[src/rtl/aes_pkg.sv]
// Shared AES key-schedule helpers: S-box table, rcon stepping, key-length legality and
// NK/NR derivation, plus the expander FSM state type.
package aes_pkg;

  typedef enum logic [1:0] {
    ST_IDLE,
    ST_GEN,
    ST_DRAIN
  } kx_state_t;

  localparam logic [7:0] RCON_INIT = 8'h01;

  // Forward S-box, entry 0 in the most significant byte.
  localparam logic [2047:0] SBOX = {
    128'h637c777bf26b6fc53001672bfed7ab76,
    128'hca82c97dfa5947f0add4a2af9ca472c0,
    128'hb7fd9326363ff7cc34a5e5f171d83115,
    128'h04c723c31896059a071280e2eb27b275,
    128'h09832c1a1b6e5aa0523bd6b329e32f84,
    128'h53d100ed20fcb15b6acbbe394a4c58cf,
    128'hd0efaafb434d338545f9027f503c9fa8,
    128'h51a3408f929d38f5bcb6da2110fff3d2,
    128'hcd0c13ec5f974417c4a77e3d645d1973,
    128'h60814fdc222a908846eeb814de5e0bdb,
    128'he0323a0a4906245cc2d3ac629195e479,
    128'he7c8376d8dd54ea96c56f4ea657aae08,
    128'hba78252e1ca6b4c6e8dd741f4bbd8b8a,
    128'h703eb5664803f60e613557b986c11d9e,
    128'he1f8981169d98e949b1e87e9ce5528df,
    128'h8ca1890dbfe6426841992d0fb054bb16
  };

  function automatic logic [7:0] sbox(input logic [7:0] b);
    return SBOX[{~b, 3'b000} +: 8];
  endfunction

  function automatic logic [7:0] xtime(input logic [7:0] x);
    return {x[6:0], 1'b0} ^ (x[7] ? 8'h1b : 8'h00);
  endfunction

  function automatic logic key_bits_ok(input int unsigned kb);
    return (kb == 128) || (kb == 192) || (kb == 256);
  endfunction

  function automatic int unsigned nk_of(input int unsigned kb);
    return kb / 32;
  endfunction

  function automatic int unsigned nr_of(input int unsigned kb);
    return (kb / 32) + 6;
  endfunction

endpackage

[src/rtl/aes_subword.sv]
// SubWord with optional RotWord in front; the single S-box path of the key expander.
module aes_subword
  import aes_pkg::*;
(
  input  logic [31:0] word,
  input  logic        rot,
  output logic [31:0] sub_c
);

  logic [31:0] sel;

  assign sel = rot ? {word[23:0], word[31:24]} : word;

  for (genvar b = 0; b < 4; b++) begin : g_sbox
    assign sub_c[8*b +: 8] = sbox(sel[8*b +: 8]);
  end

endmodule

[src/rtl/aes_key_expander.sv]
// Iterative AES-128/192/256 key schedule streaming round keys 0..NR over valid/ready.
// Define AES_KEY_STORE_EN to keep every round key in a readable register array.
module aes_key_expander
  import aes_pkg::*;
#(
  parameter int unsigned KEY_BITS = 128
) (
  input  logic         clk,
  input  logic         rst_n,
  input  logic         start,
  input  logic [255:0] key_in,
  output logic         busy,
  output logic         rk_valid,
  input  logic         rk_ready,
  output logic [127:0] rk_data,
  output logic [3:0]   rk_idx,
  output logic         done
`ifdef AES_KEY_STORE_EN
  ,
  input  logic [3:0]   rk_rd_idx,
  output logic [127:0] rk_rd_data
`endif
);

  localparam int unsigned NK   = nk_of(KEY_BITS);
  localparam int unsigned NR   = nr_of(KEY_BITS);
  localparam int unsigned LAST = 4 * NR + 3;
  localparam int unsigned BACK = 8 - NK;

  if (!key_bits_ok(KEY_BITS)) begin : g_bad_key_bits
    $error("aes_key_expander: KEY_BITS must be 128, 192 or 256");
  end

  kx_state_t     state, state_nxt;
  logic          busy_nxt, done_nxt;
  logic [31:0]   win [8];
  logic [95:0]   words_q;
  logic [5:0]    word_cnt;
  logic [2:0]    nk_pos;
  logic [7:0]    rcon;
  logic          start_go, accept, gen_en, transfer, last_word;
  logic [31:0]   prev_w, back_w, sub_w, new_w;
  logic [255:0]  key_al;

  assign start_go  = (state == ST_IDLE) && start;
  assign accept    = rk_valid && rk_ready;
  // Only the word that completes a round key can collide with an unaccepted output.
  assign gen_en    = (state == ST_GEN) && !((word_cnt[1:0] == 2'd3) && rk_valid && !rk_ready);
  assign transfer  = gen_en && (word_cnt[1:0] == 2'd3);
  assign last_word = gen_en && (word_cnt == 6'(LAST));
  assign prev_w    = win[7];
  assign back_w    = win[3'(BACK)];
  // Right-aligned key lands its words in the window exactly where w[i-NK] is read.
  assign key_al    = key_in >> (32 * BACK);

  aes_subword u_subword (
    .word  (prev_w),
    .rot   (nk_pos == 3'd0),
    .sub_c (sub_w)
  );

  always_comb begin
    new_w = back_w ^ prev_w;
    if (word_cnt < 6'(NK)) begin
      new_w = back_w;
    end else if (nk_pos == 3'd0) begin
      new_w = back_w ^ sub_w ^ {rcon, 24'h000000};
    end else if ((NK == 8) && (nk_pos == 3'd4)) begin
      new_w = back_w ^ sub_w;
    end
  end

  always_ff @(posedge clk or negedge rst_n) begin
    if (!rst_n) state <= ST_IDLE;
    else        state <= state_nxt;
  end

  always_comb begin
    state_nxt = state;
    done_nxt  = 1'b0;
    busy_nxt  = 1'b0;
    case (state)
      ST_IDLE:  if (start) state_nxt = ST_GEN;
      ST_GEN:   if (last_word) state_nxt = ST_DRAIN;
      ST_DRAIN: begin
        if (accept) begin
          state_nxt = ST_IDLE;
          done_nxt  = 1'b1;
        end
      end
      default:  state_nxt = ST_IDLE;
    endcase
    // Busy covers the done cycle so a start coinciding with done never shows a gap.
    busy_nxt = (state_nxt != ST_IDLE) || done_nxt;
  end

  always_ff @(posedge clk or negedge rst_n) begin
    if (!rst_n) begin
      win      <= '{default: '0};
      words_q  <= '0;
      word_cnt <= '0;
      nk_pos   <= '0;
      rcon     <= RCON_INIT;
      rk_valid <= 1'b0;
      rk_data  <= '0;
      rk_idx   <= '0;
      busy     <= 1'b0;
      done     <= 1'b0;
    end else begin
      busy <= busy_nxt;
      done <= done_nxt;
      if (start_go) begin
        for (int j = 0; j < 8; j++) win[j] <= key_al[32*(7-j) +: 32];
        word_cnt <= '0;
        nk_pos   <= '0;
        rcon     <= RCON_INIT;
      end else if (gen_en) begin
        for (int j = 0; j < 7; j++) win[j] <= win[j+1];
        win[7]   <= new_w;
        words_q  <= {words_q[63:0], new_w};
        word_cnt <= word_cnt + 6'd1;
        nk_pos   <= (nk_pos == 3'(NK - 1)) ? 3'd0 : nk_pos + 3'd1;
        if ((word_cnt >= 6'(NK)) && (nk_pos == 3'd0)) rcon <= xtime(rcon);
      end
      if (transfer) begin
        rk_valid <= 1'b1;
        rk_data  <= {words_q, new_w};
        rk_idx   <= word_cnt[5:2];
      end else if (accept) begin
        rk_valid <= 1'b0;
      end
    end
  end

`ifdef AES_KEY_STORE_EN
  logic [127:0] store [NR+1];

  always_ff @(posedge clk) begin
    if (transfer) store[word_cnt[5:2]] <= {words_q, new_w};
  end

  always_ff @(posedge clk or negedge rst_n) begin
    if (!rst_n)                    rk_rd_data <= '0;
    else if (rk_rd_idx <= 4'(NR))  rk_rd_data <= store[rk_rd_idx];
    else                           rk_rd_data <= '0;
  end
`endif

endmodule
[config.mk]
export PLATFORM = sky130hd
export DESIGN_NAME = aes_key_expander
export DESIGN_NICKNAME = d
export VERILOG_FILES = /design/src/rtl/aes_pkg.sv /design/src/rtl/aes_subword.sv /design/src/rtl/aes_key_expander.sv
export SDC_FILE = /design/constraint.sdc
export NUM_CORES = 2
export LEC_CHECK = 0
export ABC_AREA = 1
export BUFFER_PORTS_ARGS = -buffer_cell sky130_fd_sc_hd__buf_2
export CAP_MARGIN = 40
export CELL_PAD_IN_SITES_DETAIL_PLACEMENT = 0
export CELL_PAD_IN_SITES_GLOBAL_PLACEMENT = 1
export CORE_MARGIN = 2
export CORE_UTILIZATION = 31
export CTS_CLUSTER_SIZE = 8
export DETAILED_ROUTE_END_ITERATION = 8
export PLACE_DENSITY_LB_ADDON = 0.08
export SETUP_SLACK_MARGIN = 0.05
export SLEW_MARGIN = 25
export SYNTH_ARGS = -nofsm -noshare
export SYNTH_HDL_FRONTEND = slang
export SYNTH_SLANG_ARGS = --single-unit
[constraint.sdc]
create_clock -name clk -period 8.65 [get_ports clk]
set_clock_uncertainty 0.1 [all_clocks]
set_input_delay 0.4325 -clock clk [delete_from_list [all_inputs] [get_ports clk]]
set_output_delay 0.4325 -clock clk [all_outputs]
set_load 0.01 [all_outputs]
==> qor.csv <==
metric;value;unit
status;complete, no violations;
slew_headroom;42.3;%
die_w;302;µm
setup_tns;0;ps
endpoint_kind;flop;
critPathLaunch;nk_pos[2];
io_buffer_count;266;
n_fill_cell;9871;
reg2reg_depth;22;
cts_buffers;54;
cts_buffer_depth;3;
r2r_start;nk_pos[2];
drive_above_1_share;9.89;%
start_kind;flop;
first_pass_iters;6;
dr_total_vias;31500;
post-route-period-util;62.5;%
stdcell_area;0.0325;mm²
synth_edf_count;0;
path_max_fanout;37;
clk_pin_slew;50;ps
syn_to_final_growth;18.0;%
grt_pass1_vias;30500;
ys_seq_area_share;34.4;%
clock_sinks;378;
grt_pass1_wl;203;mm
hp-start;key_in[211];
postSynthNetCount;4640;
regToRegSetupSlack;3240;ps
routedWlPerCell;23.8;µm
placed_area;0.0299;mm²
crit_type;flop to flop;
final-seq-area;0.00946;mm²
finalHoldViolCount;0;
grt_use_total;29.2;%
min_path_type;input pin to flop;
cts_htree_levels;2;
core_area;0.0882;mm²
wirelength;136;mm
ys_async_sr_fraction;100;%
cts_root_buf;clkbuf_16;
rr_endpoint;prev_w[16];
max_freq;185;MHz
netlist_area;0.0275;mm²
tightest_slew;864;ps
fin_crit;5410;ps
initial_core_util;31.2;%
crit_arrival;5760;ps
die_area;0.0912;mm²
post_cts_buffers;0;
antenna_found_initial;5;
dp_hpwl;95.6;mm
ys.flop_type;dfrtp_1;
cts_tree;done;
fp-row-count;109;
nNetsFinal;4850;
avgSynthCellArea;6.36;µm²
crit_required;9010;ps
maxSlewViolCount;0;
vias_per_cell;5.50;
overflow;0;
drv_cap;0;
drtIter0Drc;3345;
netlist_instances;4326;
yosysUniqueCellTypes;39;
crit_end;prev_w[16];
drc;0;
yosys_register_bits;378;
rsz0062_at_grt;no;
multi_input_area;0.0156;mm²
grt_max_degree;152;
die_h;302;µm
clk_latency;620;ps
gp_congestion;0.964;
setup_viol;0;
ant_nets;0;
yosysWarnings;0;
ioPinCount;395;
==> sequential cells by signal, indices dropped and copies added (netlist names) <==
register	count
done	1
rk_idx	4
rcon	8
prev_w	32
busy	1
back_w	32
words_q	96
nk_pos	3
rk_valid	1
win	64
rk_data	128
state	2
word_cnt	6
==> worst max-delay path, cell delays in order (launching register included) <==
cell and delay [ps]:
dfrtp_1 430, inv_2 460, nand2_4 380, buf_4 420
nand2_1 200, nand2_1 390, inv_2 350, ha_1 310
nand3_1 460, nand2_1 270, inv_1 100, nand2_1 140
nand2_1 80, nand3_1 100, nand3_1 80, nand3_1 100
nand3_1 140, nand2_1 130, nand2_1 60, nand2_1 80
nand2_1 70, nand2_1 260, nand2_1 90
==> cell families after synthesis <==
kind of cell,count (synthesis),synth area share (%)
adder cells (fa/ha/maj),54,2.45
buffers and inverters,660,9.58
flip-flops,378,34.4
AND/OR/NAND/NOR,2755,42.8
XOR/XNOR,19,0.605
AO/OA/AOI/OAI,460,10.2
==> worst min path at each step <==
stage	depth (start not counted)	to	slack, ps
3_3_place_gp	1	rk_data[23]	330
2_1_floorplan	0	back_w[0]	40
4_1_cts	3	win[83]	0.6
3_5_place_dp	1	win[55]	330
5_1_grt	3	back_w[19]	30
6_report	3	win[83]	40
==> what timing repair did <==
item                      CTS  global route
gates resized for setup     0             0
hold buffers               97             0
hold endpoints to repair  166             0
==> final cells by class <==
cell class,instances,area share (%)
multi-input cells,3288,47.9
flip-flops and latches,378,29.1
repair buffers,428,9.42
well taps,1165,4.49
inverters,386,4.48
clock buffers,65,4.29
clock inverters,6,0.300
diodes,2,0.0154
==> layer usage <==
layer	track usage [%]	wire length (µm)	up-vias
met5	0	36	-
met4	8.88	4430	6
met3	5.54	11800	273
met2	44.9	59700	1498
met1	41.4	60000	15000
li1	-	-	14700
==> cell usage after synthesis (2+ instances only) <==
library cell | count | area [µm²]
o21ai_1 | 32 | 160
nor3_1 | 2 | 10.0
and3_1 | 2 | 12.5
nand3_1 | 1084 | 5430
nand2_2 | 3 | 18.8
nand2_1 | 1537 | 5770
nor2_1 | 107 | 402
o211ai_1 | 51 | 383
clkbuf_1 | 169 | 634
buf_6 | 3 | 33.8
xnor2_1 | 6 | 52.6
ha_1 | 54 | 676
inv_1 | 361 | 1360
dfrtp_1 | 377 | 9430
buf_2 | 85 | 425
o21ai_0 | 213 | 1070
inv_2 | 24 | 90.1
xor2_1 | 13 | 114
nand3_2 | 2 | 20.0
nand4_1 | 9 | 56.3
a21oi_1 | 56 | 280
o21ai_2 | 6 | 52.6
o221ai_1 | 87 | 762
a31oi_1 | 10 | 62.6
nand3b_1 | 4 | 30.0
buf_1 | 9 | 33.8
buf_4 | 8 | 60.1
==> cells in the final DEF (no fill, tap or decap), types with 25 or more instances in the layout <==
master	instances
o21ai_1	25
inv_2	25
buf_4	48
nand3_1	1084
dfrtp_1	377
dlygate4sd3_1	97
buf_2	265
inv_1	358
o21ai_0	213
a21oi_1	56
o211ai_1	51
nor2_1	106
o221ai_1	87
nand2_1	1529
ha_1	54
clkbuf_16	54
==> through the flow <==
| stage | setup WS [ps] | util [%] | hold slack (ps) | std cells |
|---|---|---|---|---|
| finish | 3240 | 36.8 | 36.5 | 5718 |
| global route | 2960 | 36.8 | 30.9 | 5717 |
| global placement | 3350 | 33.6 | 328 | 5533 |
| detailed placement | 3410 | 33.9 | 328 | 5543 |
| CTS | 3370 | 36.7 | 0.575 | 5711 |
| floorplan | 5550 | - | 36.9 | 4326 |
Power is left out: the tool's default activity adds up to more than one toggle a clock period on the data nets, which glitch-free logic cannot reach.
